**src/rtl/axi3_rd_arbiter.sv**
```systemverilog
// Round-robin arbiter sharing one AXI3 read port, one burst in flight.
// Define AXI_RD_ARB_FIXED_PRIO_EN to give master 0 absolute priority.
module axi3_rd_arbiter #(
   parameter int N_MASTER   = 3,
   parameter int ADDR_WIDTH = 32,
   parameter int DATA_WIDTH = 32,
   parameter int ID_WIDTH   = 4,
   parameter int LEN_WIDTH  = 4,
   localparam int GW        = $clog2(N_MASTER)
) (
   input  logic                           clk,
   input  logic                           sync_rst,
   input  logic [N_MASTER-1:0]            m_arvalid,
   input  logic [N_MASTER*ADDR_WIDTH-1:0] m_araddr,
   input  logic [N_MASTER*LEN_WIDTH-1:0]  m_arlen,
   input  logic [N_MASTER*ID_WIDTH-1:0]   m_arid,
   output logic [N_MASTER-1:0]            m_arready,
   output logic [N_MASTER-1:0]            m_rvalid,
   output logic [DATA_WIDTH-1:0]          m_rdata,
   output logic                           m_rlast,
   output logic [ID_WIDTH-1:0]            m_rid,
   input  logic [N_MASTER-1:0]            m_rready,
   output logic                           s_arvalid,
   output logic [ADDR_WIDTH-1:0]          s_araddr,
   output logic [LEN_WIDTH-1:0]           s_arlen,
   output logic [ID_WIDTH-1:0]            s_arid,
   input  logic                           s_arready,
   input  logic                           s_rvalid,
   input  logic [DATA_WIDTH-1:0]          s_rdata,
   input  logic                           s_rlast,
   input  logic [ID_WIDTH-1:0]            s_rid,
   output logic                           s_rready,
   output logic [GW-1:0]                  grant,
   output logic                           busy
);

   typedef enum logic [1:0] {IDLE, ADDR, DATA} state_t;

   state_t        state;
   state_t        state_nxt;
   logic [GW-1:0] gnt_q;
   logic [GW-1:0] gnt_nxt;
   logic [GW-1:0] ptr_q;
   logic [GW-1:0] ptr_nxt;
   logic [GW-1:0] pick;
   logic          ar_hs;
   logic          r_done;

   logic [ADDR_WIDTH-1:0] addr_a [N_MASTER];
   logic [LEN_WIDTH-1:0]  len_a  [N_MASTER];
   logic [ID_WIDTH-1:0]   id_a   [N_MASTER];

   for (genvar i = 0; i < N_MASTER; i++) begin : g_sl
      assign addr_a[i] = m_araddr[i*ADDR_WIDTH +: ADDR_WIDTH];
      assign len_a[i]  = m_arlen[i*LEN_WIDTH +: LEN_WIDTH];
      assign id_a[i]   = m_arid[i*ID_WIDTH +: ID_WIDTH];
   end

   // Scan from the far end so the requester nearest ptr is assigned last.
   always_comb begin
      logic [GW-1:0] idx;
      pick = ptr_q;
      for (int k = N_MASTER - 1; k >= 0; k--) begin
         idx = GW'((int'(ptr_q) + k) % N_MASTER);
         if (m_arvalid[idx]) pick = idx;
      end
`ifdef AXI_RD_ARB_FIXED_PRIO_EN
      if (m_arvalid[0]) pick = '0;
`endif
   end

   assign ar_hs  = (state == ADDR) & m_arvalid[gnt_q] & s_arready;
   assign r_done = (state == DATA) & s_rvalid & m_rready[gnt_q] & s_rlast;

   always_ff @(posedge clk or posedge sync_rst) begin
      if (sync_rst) state <= IDLE;
      else          state <= state_nxt;
   end

   always_ff @(posedge clk or posedge sync_rst) begin
      if (sync_rst) begin
         gnt_q <= '0;
         ptr_q <= '0;
      end else begin
         gnt_q <= gnt_nxt;
         ptr_q <= ptr_nxt;
      end
   end

   always_comb begin
      state_nxt = state;
      gnt_nxt   = gnt_q;
      ptr_nxt   = ptr_q;
      unique case (state)
         IDLE: begin
            if (|m_arvalid) begin
               gnt_nxt   = pick;
               state_nxt = ADDR;
            end
         end
         ADDR: begin
            if (ar_hs) state_nxt = DATA;
         end
         DATA: begin
            if (r_done) begin
               state_nxt = IDLE;
               ptr_nxt   = (gnt_q == GW'(N_MASTER - 1)) ? '0 : gnt_q + 1'b1;
            end
         end
         default: state_nxt = IDLE;
      endcase
   end

   always_comb begin
      m_arready = '0;
      m_rvalid  = '0;
      m_rdata   = '0;
      m_rlast   = 1'b0;
      m_rid     = '0;
      s_arvalid = 1'b0;
      s_araddr  = '0;
      s_arlen   = '0;
      s_arid    = '0;
      s_rready  = 1'b0;
      busy      = (state != IDLE);
      grant     = busy ? gnt_q : '0;
      unique case (state)
         ADDR: begin
            s_arvalid        = m_arvalid[gnt_q];
            s_araddr         = addr_a[gnt_q];
            s_arlen          = len_a[gnt_q];
            s_arid           = id_a[gnt_q];
            m_arready[gnt_q] = s_arready;
         end
         DATA: begin
            m_rvalid[gnt_q] = s_rvalid;
            s_rready        = m_rready[gnt_q];
            m_rdata         = s_rdata;
            m_rlast         = s_rlast;
            m_rid           = s_rid;
         end
         default: ;
      endcase
   end

endmodule

```
**config.mk**
```make
export PLATFORM = sky130hd
export DESIGN_NAME = axi3_rd_arbiter
export DESIGN_NICKNAME = d
export VERILOG_FILES = /design/src/rtl/axi3_rd_arbiter.sv
export SDC_FILE = /design/constraint.sdc
export NUM_CORES = 1
export LEC_CHECK = 0
export BUFFER_PORTS_ARGS = -buffer_cell sky130_fd_sc_hd__buf_4
export CAP_MARGIN = 20
export CORE_AREA = 2 2 100 102
export CTS_BUF_LIST = sky130_fd_sc_hd__clkbuf_2 sky130_fd_sc_hd__clkbuf_4 sky130_fd_sc_hd__clkbuf_8
export DETAILED_ROUTE_END_ITERATION = 8
export DIE_AREA = 0 0 102 104
export MAX_ROUTING_LAYER = met4
export PLACE_DENSITY = 0.66
export RECOVER_POWER = 50
export SKIP_LAST_GASP = 1
export SYNTH_ARGS = -nofsm -noshare
export SYNTH_HDL_FRONTEND = slang
export SYNTH_SLANG_ARGS = --single-unit
```
**constraint.sdc**
```tcl
create_clock -name clk -period 1.8 [get_ports clk]
set_input_delay 0.54 -clock clk [delete_from_list [all_inputs] [get_ports clk]]
set_output_delay 0.54 -clock clk [all_outputs]
set_load 0.03 [all_outputs]
```
==> flow_summary.yaml, run 1 <==
outcome:
  status: "finished, violations left"
  violations: "setup timing"
critical_path:
  crit_fanout: 7
  startpoint_type: "register"
  path_buf_inv: 3
  cpMaxStageDelayCell: "dfrtp_2"
  crit_path_end_kind: "output port"
  path_class: "register to output port"
  cp_top_family: "buffers and inverters"
  cp_common_cell: "buf_12"
  critPathArrivalTime_ns: 1.63
  crit_path_max_incr_delay_ns: 0.41
  cp.required_ns: 1.26
  worstPathCellList: "buf_12 -> buf_12 -> mux2i_1 -> nor2_1 -> a21oi_2 -> nor2_2 -> buf_4"
floorplanning:
  start_util_pct: 19.29
  core_um2: 9549
  dieArea_um2: 10610
  top_level_ports: 255
  die_y_um: 104
  chipWidth_um: 102
  rows: 36
routing:
  route.detailed.drc: 0
  post_drt_wl_per_cell_um: 16.91
  vias: 3236
  drt_wl_total_um: 11900
  via_per_inst: 4.597
  ant_nets: 0
  firstDrtPassIters: 4
  drt_iter0_drc: 68
clock_network:
  htreeDepth: 1
  cts_buffers: 3
  clock-root-buffer: "clkbuf_8"
  cts-hold-fix-buffers: 0
  clk_latency_ns: 0.23
  clk_path_buf_depth: 2
  clk_pin_slew_ns: 0.04
  tritoncts: "built"
  clock-sinks: 6
global_routing:
  grt_pass1_vias: 3240
  grt_max_degree: 26
  grt-ovfl-total: 0
  track_usage_pct: 19.75
  grt_antenna_before_repair: 0
  grt_pass1_wl_um: 16280
yosys:
  avgSynthCellArea_um2: 6.222
  synthesis.area_um2: 1842
  syn_nets: 466
  yosysWarnings: 0
  synth_top_area_share_pct: 24.46
  syn_inst: 296
  ys_seq_area_share_pct: 8.152
  synth_top_area_cell: "mux2i_1"
  synth_area_leaders: "mux2i_1 (24%), nor2_1 (17%), and2_1 (13%)"
  synth-seq-cells: 6
  synthDistinctLibCells: 34
layout:
  utilization_pct: 56.03
  fin_area_um2: 5350
  drive_above_1_share_pct: 74.08
  final_common_cell: "buf_4"
  num_antenna_cells: 0
  syn2layout_area_growth_pct: 190.5
  fin_nets: 742
  final_cell_mix: "buf_4 (202), buf_6 (70), nor2_1 (45)"
sta:
  hold_ws_ns: 0.2315
  min_period_ns: 2.167
  drv_slew: 0
  setup_viol: 86
  relSlewSlack_pct: 80.30
  clock_skew_ns: 0.004074
  hold_viol_final: 0
  fmax_mhz: 461.4
  period_share_pct: 120.4
  worst_slack_ns: -0.3673
  rsz0062_at_grt: "true"
  worst_pin_slew_ns: 0.2954
power:
  p_total_uw: 9196
  power_density_nw_per_um2: 1719
  p_leak_uw: 0.002563
  ir_worst_vdd_v: 0.0008970
run:
  max-cap-violations: 0
placed_design:
  place_ws_ns: -0.1762
  portBuffers: 254
  dpl_cell_area_um2: 4283
  place_congestion: 0.8409
  dp_hpwl_um: 8266
worst_hold_path:
  min_path_type: "input port to asynchronous set/reset pin"
[cell usage after synthesis]
cell       instances
clkbuf_1          13
a32o_1             2
o2bb2ai_1          1
o21ai_0            2
nand4_1            1
nand2b_1           4
a221oi_1           1
and2_1            38
o31a_1             1
nor2b_1            6
nor2_1            85
ha_1               3
o221ai_1           1
buf_6              1
inv_1              7
buf_2              4
buf_1              6
or2_2              1
buf_4              3
nand3b_1           1
a21oi_1           41
o211ai_1           3
nand2_1            8
nand3_1            1
and2b_1            1
o21a_1             1
o2bb2ai_2          1
a2bb2oi_1          1
nor3_1             2
dfrtp_1            6
a31oi_1            2
and3_1             2
o221a_2            1
mux2i_1           45
[report_power, final]
part | leakage, uW | internal (uW) | switching [uW]
Clock | 0.0000262 | 168 | 68.4
Sequential | 0.0000739 | 204 | 64.2
Combinational | 0.00246 | 4090 | 4600
Total | 0.00256 | 4460 | 4740
[sequential cells by signal, indices dropped and copies added, names as in the netlist]
register  cells
gnt_q         2
state         2
ptr_q         2
[routing by layer]
metal  GRT usage, %  vias up  routed length, um
met5              -        -                  0
met3          3.629       18                891
met2          36.18      153               6282
li1               -     1553                  -
met1          22.33     1512               4570
met4          3.238        0                159
[through the flow]
stage               cells  TNS [ns]
floorplan             296   -0.5138
global placement      674    -3.587
detailed placement    674    -5.328
CTS                   698    -20.06
global route          704    -25.06
finish                704    -19.67
[final cells by class]
| type | count | area, um^2 |
|---|---|---|
| Tap cell | 133 | 166.4 |
| Inverter | 7 | 26.28 |
| Fill cell | 880 | 4199 |
| Timing Repair Buffer | 298 | 2868 |
| Clock buffer | 4 | 48.80 |
| Sequential cell | 6 | 152.6 |
| Multi-Input combinational cell | 256 | 2088 |
[kinds of logic (layout without fill, tap and decap cells)]
logic type / after synthesis / count (layout) / synth area share (%)
adders and majority gates: 3 / 3 / 2.038
DFF: 6 / 6 / 8.152
muxes: 45 / 45 / 24.46
AOI/OAI and AO/OA: 58 / 58 / 18.89
buffers and inverters: 34 / 309 / 8.220
and+or+nand+nor: 150 / 150 / 38.25
[final timing paths]
kind | startpoint | to | slack (ns) | cells after the start
worst min-delay path | sync_rst | state[0] | 0.23 | 2
worst max-delay path | gnt_q[1] | s_arlen[1] | -0.37 | 7
min in group clk | ptr_q[0] | ptr_q[0] | 0.53 | 1
max in group asynchronous | sync_rst | gnt_q[1] | 1.35 | 2
worst max register to register | gnt_q[1] | ptr_q[1] | 0.09 | 8
worst min register to register | ptr_q[0] | ptr_q[0] | 0.53 | 1
[repair_timing]
item                                    4_1_cts  5_1_grt
gates cloned                                  7        4
resized for setup                            96       71
pin swaps                                    20       32
setup buffers                                13        3
endpoints found under the setup margin       88       87
(Power assumes the default switching activity.)
==> inputs of run 2 (changes only) <==
==> constraint.sdc (replaced) <==
create_clock -name clk -period 2.3 [get_ports clk]
set_input_delay 0.69 -clock clk [delete_from_list [all_inputs] [get_ports clk]]
set_output_delay 0.69 -clock clk [all_outputs]
set_load 0.03 [all_outputs]
==> run 2 against run 1 <==
Against the previous run: the flow now finishes without violations; utilization shrank 14 points; first-iteration DRC count shrank 18%; design area shrank 25%; clock skew grew 0.00078 ns; worst setup slack gained 0.40 ns; sequential share of layout area grew 0.92 points; via count shrank 10%; power shrank 47%; critical endpoint is now s_araddr[7]; largest cell class unchanged; largest power group unchanged.
==> flow_summary.yaml, run 2 (synthesized netlist as in run 1, its figures left out) <==
outcome:
  status: "complete, no violations"
clock_network:
  clk_pin_slew_ns: 0.04
  htreeDepth: 1
  clock-sinks: 6
  cts-hold-fix-buffers: 0
  cts_buffers: 3
  tritoncts: "built"
  clk_path_buf_depth: 2
  clock-root-buffer: "clkbuf_8"
  clk_latency_ns: 0.22
routing:
  route.detailed.drc: 0
  drt_iter0_drc: 56
  firstDrtPassIters: 4
  via_per_inst: 4.335
  drt_wl_total_um: 9629
  post_drt_wl_per_cell_um: 14.39
  vias: 2900
  ant_nets: 0
critical_path:
  reg2reg_from: "ptr_q[1]"
  reg2reg_depth: 5
  startpoint_type: "register"
  path_class: "register to output port"
  crit_path_end_kind: "output port"
  reg2reg_to: "gnt_q[0]"
  cp_common_cell: "nor2_1"
  cp.required_ns: 1.61
  crit_fanout: 24
  worstPathCellList: "buf_12 -> mux2i_1 -> nor2_1 -> a21oi_1 -> nor2_1 -> buf_4"
  regToRegSetupSlack_ns: 0.68
  cp_top_family: "flip-flops"
  critPathArrivalTime_ns: 1.58
  crit_path_max_incr_delay_ns: 0.44
  cpMaxStageDelayCell: "dfrtp_2"
  path_buf_inv: 2
layout:
  drive_above_1_share_pct: 51.12
  reg_top3: "gnt_q: 2 flops, ptr_q: 2 flops, state: 2 flops"
  seqCellArea_um2: 151.4
  fin_nets: 707
  utilization_pct: 42.03
  num_antenna_cells: 0
  syn2layout_area_growth_pct: 117.9
  fillCellCount: 993
  final_common_cell: "buf_4"
  fin_area_um2: 4014
  final_cell_mix: "buf_4 (256), nor2_1 (85), mux2i_1 (44)"
  multiInputGateArea_um2: 1580
power:
  comb_power_share_pct: 91.6
  ir_worst_vdd_v: 0.0007819
  p_int_uw: 2086
  netSwitchingPower_uw: 2776
  p_leak_uw: 0.002171
  clkPwrFrac_pct: 3.7
  power_frac_seq_pct: 4.7
  power_density_nw_per_um2: 1211
  swShare_pct: 57.09
  p_total_uw: 4862
worst_hold_path:
  min_path_type: "input port to asynchronous set/reset pin"
placed_design:
  place_congestion: 0.9292
  dp_hpwl_um: 7855
  dpl_cell_area_um2: 3924
  portBuffers: 254
  place_ws_ns: 0.08155
global_routing:
  grt_antenna_before_repair: 0
  grt_pass1_vias: 2655
  grt-ovfl-total: 0
  grt_max_degree: 42
  grt_pass1_wl_um: 13800
  track_usage_pct: 16.20
floorplanning:
  top_level_ports: 255
  dieArea_um2: 10610
  rows: 36
  chipWidth_um: 102
  start_util_pct: 19.29
  core_um2: 9549
  die_y_um: 104
sta:
  worst_pin_slew_ns: 0.3730
  drv_slew: 0
  rsz0062_at_grt: "true"
  setup_viol: 0
  relSlewSlack_pct: 74.94
  clock_skew_ns: 0.004849
  min_period_ns: 2.270
  period_share_pct: 98.69
  worst_slack_ns: 0.03022
  fmax_mhz: 440.6
  hold_viol_final: 0
run:
  max-cap-violations: 0
==> run 2: changes by cell type in the layout (fill, tap and decap cells not counted), sizes merged <==
cell / delta
buf: -31
clkbuf: -3
bufbuf: -1
==> run 2: per-layer routing <==
layer  global-route usage [%]  part of all wire (%)  vias up
met5                        -                     0        -
met4                    2.381                   1.1        0
met3                    3.427                   8.4       10
met2                    27.96                    49      114
met1                    19.67                    41     1304
li1                         -                     -     1472
==> run 2: worst max path at each step <==
stage / from / endpoint / slack, ns / cells past startpoint
CTS: gnt_q[1] / s_rready / 0.01 / 5
finish: gnt_q[1] / s_araddr[7] / 0.03 / 6
global route: gnt_q[1] / s_arlen[3] / -0.06 / 6
floorplan: m_arvalid[2] / s_arvalid / 0.05 / 4
global placement: m_arvalid[2] / s_arvalid / 0.1 / 5
detailed placement: m_arvalid[2] / s_arvalid / 0.08 / 5
==> run 2: power groups by stage <==
stage	combinational [uW]	sequential [uW]	clock (uW)
6_report	4450	228	180
2_1_floorplan	2870	194	0
5_1_grt	4730	237	193
3_3_place_gp	4370	227	0
4_1_cts	4460	224	182
3_5_place_dp	4400	231	0
==> run 2: timing repair <==
action | 4_1_cts | 5_1_grt
gates resized for setup | 3 | 2
setup buffers | 1 | 0
endpoints found under the setup margin | 3 | 26
==> run 2: through the flow <==
stage / hold WS, ns / cells / setup TNS [ns]
global route: 0.4096 / 669 / -0.3634
finish: 0.3933 / 669 / 0
floorplan: 0.4810 / 296 / 0
detailed placement: 0.5304 / 664 / 0
global placement: 0.5313 / 664 / 0
CTS: 0.4008 / 669 / 0
==> run 2: final cells by class <==
cell class,count,area share (%)
repair buffers,263,50.84
flip-flops and latches,6,3.772
well taps,133,4.146
clock buffers,4,1.216
inverters,7,0.6546
multi-input cells,256,39.37
==> inputs of run 3 (changes only) <==
--- a/config.mk
+++ b/config.mk
@@ -5,7 +5,7 @@
 export SDC_FILE = /design/constraint.sdc
 export NUM_CORES = 1
 export LEC_CHECK = 0
-export BUFFER_PORTS_ARGS = -buffer_cell sky130_fd_sc_hd__buf_4
+export BUFFER_PORTS_ARGS = -buffer_cell sky130_fd_sc_hd__buf_2
 export CAP_MARGIN = 20
 export CORE_AREA = 2 2 100 102
 export CTS_BUF_LIST = sky130_fd_sc_hd__clkbuf_2 sky130_fd_sc_hd__clkbuf_4 sky130_fd_sc_hd__clkbuf_8
==> run 3 against run 2 <==
Against the previous run: the run now ends with setup timing left; sequential power shrank 2%; critical path depth fell by 1; power decreased by 9.1%; combinational power fell by 9.9%; utilization decreased by 6.5 points; design area is 15% lower; largest power group unchanged.
==> flow_summary.yaml, run 3 (synthesized netlist as in run 1, its figures left out) <==
outcome:
  violations: "setup timing"
  status: "finished, violations left"
routing:
  firstDrtPassIters: 4
  route.detailed.drc: 0
  drt_wl_total_um: 8793
  vias: 2912
  via_per_inst: 4.301
  drt_iter0_drc: 107
  post_drt_wl_per_cell_um: 12.99
  ant_nets: 0
critical_path:
  critPathArrivalTime_ns: 1.61
  crit_path_end_kind: "output port"
  cpMaxStageDelayCell: "dfrtp_2"
  reg2reg_depth: 6
  crit_path_max_incr_delay_ns: 0.47
  path_buf_inv: 2
  worstPathCellList: "buf_12 -> mux2i_2 -> o2bb2ai_2 -> and2_1 -> buf_2"
  path_class: "register to output port"
  worst-path-stages: 5
  crit_fanout: 18
  startpoint_type: "register"
  cp_top_family: "flip-flops"
  cp.required_ns: 1.61
layout:
  fin_nets: 715
  fillCellCount: 1082
  fin_area_um2: 3396
  num_antenna_cells: 0
  drive_above_1_share_pct: 52.02
  final_common_cell: "buf_2"
  final_cell_mix: "buf_2 (235), nor2_1 (85), mux2i_1 (42)"
  reg_top3: "gnt_q: 2 flops, ptr_q: 2 flops, state: 2 flops"
  syn2layout_area_growth_pct: 84.38
placed_design:
  dp_hpwl_um: 7210
  portBuffers: 254
  dpl_cell_area_um2: 3317
  place_congestion: 0.8820
  place_ws_ns: 0.08974
global_routing:
  track_usage_pct: 15.12
  grt_pass1_vias: 2582
  grt_antenna_before_repair: 0
  grt_pass1_wl_um: 12760
  grt-ovfl-total: 0
  grt_max_degree: 34
worst_hold_path:
  min_path_type: "input port to asynchronous set/reset pin"
sta:
  period_share_pct: 100.1
  clock_skew_ns: 0.005896
  relSlewSlack_pct: 75.26
  hold_viol_final: 0
  rsz0062_at_grt: "true"
  setup_viol: 1
  worst_slack_ns: -0.003129
  worst_pin_slew_ns: 0.3727
  fmax_mhz: 434.2
  drv_slew: 0
  min_period_ns: 2.303
power:
  p_leak_uw: 0.002019
  ir_worst_vdd_v: 0.0006761
  power_density_nw_per_um2: 1301
floorplanning:
  top_level_ports: 255
  core_um2: 9549
  die_y_um: 104
  dieArea_um2: 10610
  start_util_pct: 19.29
  chipWidth_um: 102
  rows: 36
clock_network:
  tritoncts: "built"
  cts_buffers: 3
  htreeDepth: 1
  clock-sinks: 6
  clk_path_buf_depth: 2
  cts-hold-fix-buffers: 0
  clk_pin_slew_ns: 0.04
  clk_latency_ns: 0.23
  clock-root-buffer: "clkbuf_8"
run:
  max-cap-violations: 0
==> run 3: cell types whose count changed in the layout (fill, tap and decap cells not counted), sizes merged <==
| cell | before | now |
|---|---|---|
| clkbuf | 5 | 23 |
| buf | 262 | 252 |
==> run 3: path summary, 6_finish.rpt <==
path | startpoint | endpoint | slack (ns)
setup / recovery | gnt_q[1] | s_rready | -0.003
hold reg to reg | ptr_q[0] | ptr_q[0] | 0.53
hold / removal | sync_rst | state[0] | 0.39
max in group asynchronous | sync_rst | gnt_q[0] | 1.67
min in group clk | ptr_q[0] | ptr_q[0] | 0.53
setup reg to reg | gnt_q[1] | ptr_q[1] | 0.64
==> run 3: layout make-up <==
class / instances / area, um^2 / area share [%]
sequential: 6 / 152.6 / 4.495
multi-input combinational: 256 / 1562 / 45.98
timing repair buffer: 271 / 1440 / 42.41
tap: 133 / 166.4 / 4.901
clock buffer: 4 / 48.80 / 1.437
inverter: 7 / 26.28 / 0.7738
==> run 3: worst reg2reg max path: cells and delay by family (launching register included) <==
kind,cells,cell delay (ns)
simple gates,1,0.11
flops,1,0.47
mux,1,0.17
compound gates,2,0.42
buf+inv,2,0.36
==> run 3: layer usage <==
layer	GRT usage [%]	routed length, um	share of wire [%]	vias up
li1	-	-	-	1496
met1	19.57	3893	44	1288
met2	25.14	4194	48	121
met3	2.285	641	7.3	7
met4	2.571	64	0.73	0
met5	-	0	0	-
==> run 3: metrics by stage <==
step                instances  hold slack (ns)    TNS, ns  utilization (%)  total power (uW)
floorplan                 296           0.4810          0                -              3059
global placement          671           0.5157          0            34.74              4194
global route              677           0.4139     -1.111            35.56              4758
CTS                       676           0.3928   -0.05895            35.40              4435
finish                    677           0.3886  -0.003129            35.56              4419
detailed placement        671           0.5310          0            34.74              4205
==> run 3: timing repair <==
action | in CTS | in global routing
endpoints found under the hold margin | 0 | 0
buffers inserted | 1 | 1
resized for setup | 2 | 5
pin swaps | 1 | 1
endpoints found under the setup margin | 8 | 36
==> run 3: power by group <==
| group | internal (uW) | switching [uW] |
|---|---|---|
| registers | 160 | 64.9 |
| clock network | 132 | 53.5 |
| logic | 1410 | 2600 |
